<file path="src/rtl/lut_sink_if.sv">
// 8-bit LUT stream bundle: source drives data/valid/last, sink returns ready.
interface lut_sink_if #(
  parameter int unsigned DW = 8
) ();
  logic [DW-1:0] ltdata;
  logic          ltvalid;
  logic          ltlast;
  logic          ltready;

  modport master (output ltdata, output ltvalid, output ltlast, input ltready);
  modport slave  (input ltdata, input ltvalid, input ltlast, output ltready);
endinterface

</file>
<file path="src/rtl/lut_sink.sv">
// LUT stream sink: loads one DEPTH-entry signed-byte frame, length-checks it,
// sums a 16-bit checksum and serves a registered random-read port.
module lut_sink #(
  parameter int unsigned DEPTH = 160,
  parameter int unsigned DW    = 8,
  parameter int unsigned AW    = 8
) (
  input  logic          clk,
  input  logic          rst_n,
  input  logic          start,
  input  logic          hold,
  lut_sink_if.slave     lt,
  input  logic [AW-1:0] rd_addr,
  output logic [DW-1:0] rd_data,
  output logic          lut_ok,
  output logic          lut_err,
  output logic          busy,
  output logic [15:0]   checksum
);

  localparam logic [AW-1:0] LastAddr = AW'(DEPTH - 1);

  typedef enum logic [1:0] {StIdle, StLoad, StDrain, StDone} state_e;

  state_e        state;
  logic [AW-1:0] wr_cnt;
  logic          beat;
  logic          wr_en;
  logic [DW-1:0] mem [DEPTH];

  always_comb begin
    lt.ltready = 1'b0;
    unique case (state)
      StLoad:  lt.ltready = !hold;
      StDrain: lt.ltready = 1'b1;
      default: lt.ltready = 1'b0;
    endcase
  end

  assign beat  = lt.ltvalid && lt.ltready;
  assign wr_en = (state == StLoad) && beat;
  assign busy  = (state == StLoad) || (state == StDrain);

  always_ff @(posedge clk or negedge rst_n) begin
    if (!rst_n) begin
      state    <= StIdle;
      wr_cnt   <= '0;
      lut_ok   <= 1'b0;
      lut_err  <= 1'b0;
      checksum <= '0;
    end else begin
      unique case (state)
        StIdle, StDone: begin
          if (start) begin
            state    <= StLoad;
            wr_cnt   <= '0;
            checksum <= '0;
            lut_ok   <= 1'b0;
            lut_err  <= 1'b0;
          end
        end
        StLoad: begin
          if (beat) begin
            wr_cnt   <= wr_cnt + 1'b1;
            checksum <= checksum + 16'($signed(lt.ltdata));
            if (lt.ltlast && wr_cnt == LastAddr) begin
              state  <= StDone;
              lut_ok <= 1'b1;
            end else if (lt.ltlast) begin
              state   <= StIdle;
              lut_err <= 1'b1;
            end else if (wr_cnt == LastAddr) begin
              // Overrun: keep the final entry, swallow the rest of the frame.
              state   <= StDrain;
              lut_err <= 1'b1;
            end
          end
        end
        StDrain: begin
          if (beat && lt.ltlast) state <= StIdle;
        end
        default: state <= StIdle;
      endcase
    end
  end

  always_ff @(posedge clk) begin
    if (wr_en) mem[wr_cnt] <= lt.ltdata;
  end

  // Non-blocking read of mem gives read-first behaviour on a same-address write.
  always_ff @(posedge clk or negedge rst_n) begin
    if (!rst_n) begin
      rd_data <= '0;
    end else if (rd_addr <= LastAddr) begin
      rd_data <= mem[rd_addr];
    end else begin
      rd_data <= '0;
    end
  end

endmodule
</file>
<file path="src/flat_wrapper.sv">
// flat-port wrapper written by rule: the top's interface ports become plain ports
module lut_sink_flat 
#(
  parameter int unsigned DEPTH = 160,
  parameter int unsigned DW    = 8,
  parameter int unsigned AW    = 8
)
  (clk, rst_n, start, hold, rd_addr, rd_data, lut_ok, lut_err, busy, checksum, lt_ltdata, lt_ltvalid, lt_ltlast, lt_ltready);
  lut_sink_if #(.DW(DW)) lt_i ();
  input  logic clk;
  input  logic rst_n;
  input  logic start;
  input  logic hold;
  input  logic [AW-1:0] rd_addr;
  output logic [DW-1:0] rd_data;
  output logic lut_ok;
  output logic lut_err;
  output logic busy;
  output logic [15:0] checksum;
  input wire logic [$bits(lt_i.ltdata)-1:0] lt_ltdata;
  input wire logic [$bits(lt_i.ltvalid)-1:0] lt_ltvalid;
  input wire logic [$bits(lt_i.ltlast)-1:0] lt_ltlast;
  output wire logic [$bits(lt_i.ltready)-1:0] lt_ltready;
  assign lt_i.ltdata = lt_ltdata;
  assign lt_i.ltvalid = lt_ltvalid;
  assign lt_i.ltlast = lt_ltlast;
  assign lt_ltready = lt_i.ltready;
  lut_sink #(.DEPTH(DEPTH), .DW(DW), .AW(AW)) u_core (.clk(clk), .rst_n(rst_n), .start(start), .hold(hold), .lt(lt_i), .rd_addr(rd_addr), .rd_data(rd_data), .lut_ok(lut_ok), .lut_err(lut_err), .busy(busy), .checksum(checksum));
endmodule
</file>
<file path="config.mk">
export PLATFORM = sky130hd
export DESIGN_NAME = lut_sink_flat
export DESIGN_NICKNAME = d
export VERILOG_FILES = /design/src/rtl/lut_sink_if.sv /design/src/rtl/lut_sink.sv /design/src/flat_wrapper.sv
export SDC_FILE = /design/constraint.sdc
export NUM_CORES = 1
export LEC_CHECK = 0
export ABC_AREA = 1
export BUFFER_PORTS_ARGS = -buffer_cell sky130_fd_sc_hd__buf_4
export CORE_MARGIN = 1
export CORE_UTILIZATION = 42
export CTS_CLUSTER_SIZE = 24
export DETAILED_ROUTE_END_ITERATION = 8
export PLACE_DENSITY = 0.56
export RECOVER_POWER = 25
export SYNTH_ARGS = -nofsm -noshare
export SYNTH_HDL_FRONTEND = slang
export SYNTH_SLANG_ARGS = --single-unit
</file>
<file path="constraint.sdc">
create_clock -name clk -period 2.48 [get_ports clk]
set_clock_uncertainty 0.05 [all_clocks]
set_input_delay 0.124 -clock clk [delete_from_list [all_inputs] [get_ports clk]]
set_output_delay 0.124 -clock clk [all_outputs]
set_load 0.005 [all_outputs]
</file>
Word-level counts from Yosys, hierarchy flattened
Memories as Yosys holds them, arrays and structs flattened. Cells that the tools add are included.

Reductions and logical operators: 13. Eq/ne operators: 11. Mux-type cells: 26. Order comparisons: 1. $add $sub $neg: 2.

Operators with widths (number): $mux W16 (2); $pmux W16 S2 (1); $mux W8 (3); $add A16 B16 Y16 (1); $pmux W8 S2 (1); $mux W2 (6); $mux W1 (9); $add A8 B1 Y8 const B (1); $eq A8 B8 Y1 const B (1); $le A8 B8 Y1 const B (1); $ne A2 B2 Y1 const B (4); $reduce_and A4 Y1 (2); $pmux W1 S2 (3); $pmux W2 S3 (1); $reduce_and A5 Y1 (1); $eq A2 B2 Y1 const B (2); $logic_and A1 B1 Y1 (4); $ne A4 B4 Y1 const B (1); $ne A3 B3 Y1 const B (1); $reduce_and A3 Y1 (1); $eq A2 B1 Y1 const B (1); $logic_not A2 Y1 (1); $ne A2 B1 Y1 const B (1); $reduce_bool A2 Y1 (1); 3 further kinds (3).

Bits in writable memories: 1280. Memories kept: 1. Register bits after elaboration: 36. Word-level logic and storage cells: 60.

Memory list: u_core.mem (words 160, bits a word 8, rd ports 1, clocked after memory_dff 0, wr ports 1, line lut_sink.sv:29) `logic [DW-1:0] mem [DEPTH];`.

Depth between registers and ports, before layout
Word-level depth: 6. Mapped depth: 15.

Least setup slack after synthesis
Ideal clock, no wire load.

Path type: register to register. Start: reg u_core.state[0]. End: mem u_core.mem[47][0] (enable). Slack: -0.251 ns. Period minus slack after synthesis: 2.731 ns. Path buffers: 1. Stages on the path, launching flop included: 11. Arrival time: 2.311 ns. Cells stage by stage: dfrtp_1 -> inv_1 -> ha_1 -> a211oi_2 -> nand2_1 -> nor2_4 -> inv_2 -> nor3_4 -> nand3_2 -> buf_6 -> nor2_1.

Cells in the longest elaborated chain, start to end: 6. Elaborated cells on any way between the ends: 7.

Ends and longest elaborated chain: start, declared (line lut_sink.sv:25) `state_e state;`; start signal, assigned (line lut_sink.sv:46) `state <= StIdle;`; start signal, assigned (line lut_sink.sv:55) `state <= StLoad;`; start signal, assigned (line lut_sink.sv:67) `state <= StDone;`; $eq A2 B2 Y1 / $eq A2 B1 Y1 (equally long branches) (line lut_sink.sv:33) `unique case (state)`; $pmux W1 S2 * (line lut_sink.sv:33); named net lt_ltready (line flat_wrapper.sv:23) `output wire logic [$bits(lt_i.ltready)-1:0] lt_ltready;`; $logic_and A1 B1 Y1 * (line lut_sink.sv:40) `assign beat = lt.ltvalid && lt.ltready;`; $logic_and A1 B1 Y1 * (line lut_sink.sv:41) `assign wr_en = (state == StLoad) && beat;`; $mux W1 * (line lut_sink.sv:88) `if (wr_en) mem[wr_cnt] <= lt.ltdata;`; $mux W1 (not written as such) * (line lut_sink.sv:88); end, declared (line lut_sink.sv:29).

The timed path passes the listed nets; every way through them passes the cells marked *.

Worst setup path after layout
Start: reg u_core.state[1]. End: mem u_core.mem[136][0] (enable).

Cells in the longest elaborated chain, start to end: 6. Elaborated cells on any way between the ends: 7.

Ends and longest elaborated chain (line): $eq A2 B2 Y1 / $eq A2 B1 Y1 (equally long branches) (lut_sink.sv:33, lut_sink.sv:41); $pmux W1 S2 (lut_sink.sv:33); $logic_and A1 B1 Y1 (lut_sink.sv:40); $logic_and A1 B1 Y1 * (lut_sink.sv:41); $mux W1 * (lut_sink.sv:88); $mux W1 (not written as such) * (lut_sink.sv:88).

Every way passes the cells marked *; elsewhere a longest branch is shown, timed or not.

==> flow_summary.yaml <==
cts:
  insertion_delay_ps: 780
  htree_levels: 4
  cts_root_buf: "clkbuf_16"
  cts_tree: "built"
  clk_pin_slew_ps: 60
  cts_max_path_buffers: 3
  cts_buffers: 137
  cts.sinks: 1316
hold_path:
  worstHoldPathCells: 6
  hp-start: "rd_addr[3]"
  min_to: "u_core.rd_data[3]"
  hold_class: "primary input to flip-flop"
synth:
  synth_cell_types: 38
  synth_nets: 4586
  syn_area_um2: 53700
  synthFlopType: "edfxtp_1"
  syn_inst: 4542
  synth.most_common_cell: "edfxtp_1"
  yosysTopAreaCell: "edfxtp_1"
  synth_warnings: 0
  synth-edff-count: 1280
  synth.area.top_cells: "edfxtp_1, nand3_1, nand2_1, nor2_1, dfrtp_1"
  avgSynthCellArea_um2: 11.8
  yosysSeqAreaShare: 0.732
  synth.top_cell.area_share: 0.715
  async_flop_share: 0.0274
  synth_common_cells: "edfxtp_1, nand2_1, nand3_1"
  ys_seq_elements: 1316
placement:
  gp_congestion: 0.887
  dp_hpwl_mm: 93.2
  dp.cells: 6292
  io_buffers: 49
worst_setup_path:
  required_ps: 2900
  cp_data_arrival_time_ps: 2960
  r2r_slack_ps: -60
  cpLargestDelayFamily: "buffers and inverters"
  crit_top_cell: "buf_4"
  end_kind: "flip-flop"
  crit_slowest_cell: "dfrtp_1"
  cpPeakStageDelay_ps: 420
  critical_path_class: "flip-flop to flip-flop"
  r2r_start: "u_core.state[1]"
  cp_max_fo: 8
  r2r_cells: 11
  worstPathCellList: "ha_4 -> a211oi_4 -> nand2_2 -> nor2_4 -> buf_4 -> buf_12 -> nand4_1 -> buf_6 -> clkbuf_16 -> nor2_1 -> buf_4"
  r2r-end: "u_core.mem[136][0]"
  timing.critical_path.from_type: "flip-flop"
  critical_path_buf_inv_count: 5
sta:
  finalCriticalPeriod_ps: 2540
  setup_violations: 123
  final-hold-violation-count: 0
  hold-worst-slack_ps: 198
  worst_slack_ps: -64.5
  max_clock_freq_mhz: 393
  slew_headroom: -0.195
  min_period_over_period: 1.03
  final.setup.tns_ps: -2660
  final_max_slew_viol_count: 160
  rsz0062_at_grt: "yes"
  tightestPinTransition_ps: 1790
grt:
  grt_max_degree: 161
  grt_antenna_before_repair: 1
  grt.overflow.total: 0
  grt_pass1_wl_mm: 228
  grt_util_all_layers: 0.239
  grt_pass1_vias: 35400
pwr:
  power.density_nw_per_um2: 791
  p_int_mw: 38.4
  seqPwrFrac: 0.488
  switching_share: 0.241
  combPwrFrac: 0.103
  power_frac_clock: 0.409
  vdd_drop_max_mv: 0.747
  total_power_mw: 50.6
  power_switching_mw: 12.2
  p_leak_nw: 22.7
cells_and_area:
  diodes: 0
  fill_cells: 10900
  fin_util: 0.507
  nNetsFinal: 4862
  syn_to_final_growth_pct: 19.2
  layout-drive-gt1-share: 0.147
  final_cells: 6581
floorplan:
  die_w_um: 360
  io_pins: 50
  core_region_area_um2: 126000
  rows: 130
  dieArea_um2: 129000
  start_util: 0.426
  die_h_um: 360
detailed_routing:
  dr.pass1.iters: 6
  vias: 36500
  wirelength_mm: 156
  wire_per_inst_um: 23.8
  final_antenna_net_count: 0
  drt-vias-per-instance: 5.54
  first_iter_violations: 4270
  drc: 0
run_status:
  violations: "capacitance limit, slew limit, setup timing"
  outcome: "finished with violations"
run:
  drv_cap: 3
[metrics by stage]
step           setup slack (ps)  area, µm²
2_1_floorplan             -80.7      54000
3_3_place_gp              -11.1      58600
3_5_place_dp              -20.6      58600
4_1_cts                   0.430      63400
5_1_grt                    -130      64000
6_report                  -64.5      64000
[how the worst max path moves through the flow]
stage | start | to | slack (ps) | depth (start not counted)
6_report | u_core.state[1] | u_core.mem[136][0] | -60 | 11
4_1_cts | u_core.state[0] | u_core.mem[35][4] | 0.4 | 13
5_1_grt | u_core.state[1] | u_core.mem[47][1] | -130 | 10
3_5_place_dp | u_core.state[0] | u_core.mem[17][5] | -20 | 13
3_3_place_gp | u_core.state[0] | u_core.mem[34][0] | -10 | 13
2_1_floorplan | u_core.state[1] | u_core.mem[54][0] | -80 | 11
[flip-flops by register name (all words and copies together), names as in the netlist]
| name | cells |
|---|---|
| u_core.mem | 1280 |
| u_core.checksum | 16 |
| u_core.rd_data | 8 |
| u_core.wr_cnt | 8 |
| u_core.state | 2 |
| u_core.lut_err | 1 |
| u_core.lut_ok | 1 |
[kinds of logic after synthesis]
kind of cell    synth area share
xor+xnor                0.000815
simple gates               0.205
flops                      0.732
fa+ha+maj                0.00526
buf+inv                   0.0252
compound gates            0.0320
[cell type report]
cell class / count / area [µm²] / share of cell area
Tap cell: 1650 / 2060 / 0.0322
Clock inverter: 78 / 722 / 0.0113
Timing Repair Buffer: 428 / 4250 / 0.0664
Multi-Input combinational cell: 2887 / 13600 / 0.213
Clock buffer: 174 / 3820 / 0.0596
Sequential cell: 1316 / 39300 / 0.614
Inverter: 48 / 201 / 0.00315
[metal layers]
layer  GRT usage  part of all wire  up-vias
li1            -                 -    16800
met2       0.379              0.47     1403
met4      0.0787             0.026        0
met1       0.336              0.43    18000
met3      0.0364             0.072      233
met5           0                 0        -
[tightest hold or removal path, delay by kind of cell]
family	cells	cell delay, ps
buffers and inverters	2	360
AND/OR/NAND/NOR	3	340
AO/OA/AOI/OAI	1	60
[power groups by stage]
stage	sequential, mW	clock [mW]	combinational [mW]
4_1_cts	24.7	21.0	5.06
6_report	24.7	20.7	5.21
2_1_floorplan	25.1	0	2.46
3_3_place_gp	25.2	0	4.89
3_5_place_dp	25.2	0	4.90
5_1_grt	24.7	21.9	5.65
[timing repair]
action / 4_1_cts / 5_1_grt
cloned: 0 / 4
endpoints found under the hold margin: 543 / 0
endpoints found under the setup margin: 338 / 1212
hold buffers: 26 / 0
setup buffers: 1 / 7
pin swaps: 0 / 9
resized for setup: 3 / 154
[layout by cell type, fill, tap and decap left out, drive strengths merged]
master	Yosys	layout
a211oi	4	4
a21oi	39	39
a22o	1	1
a22oi	1	1
a31o	1	1
buf	105	384
bufinv	0	12
clkbuf	186	194
clkinv	6	57
clkinvlp	0	7
dfrtp	36	36
dlygate4sd3	0	24
edfxtp	1280	1280
fa	1	1
ha	21	21
inv	42	50
nand2	1200	1200
nand3	998	998
nand3b	2	2
nand4	5	5
nor2	355	355
nor3	10	10
nor4	1	1
o211ai	2	2
o21ai	166	166
o21bai	1	1
o221ai	60	60
o22ai	11	11
o31ai	2	2
or2	1	1
xnor2	1	1
xor2	4	4
Power figures use the tool's default switching activity.
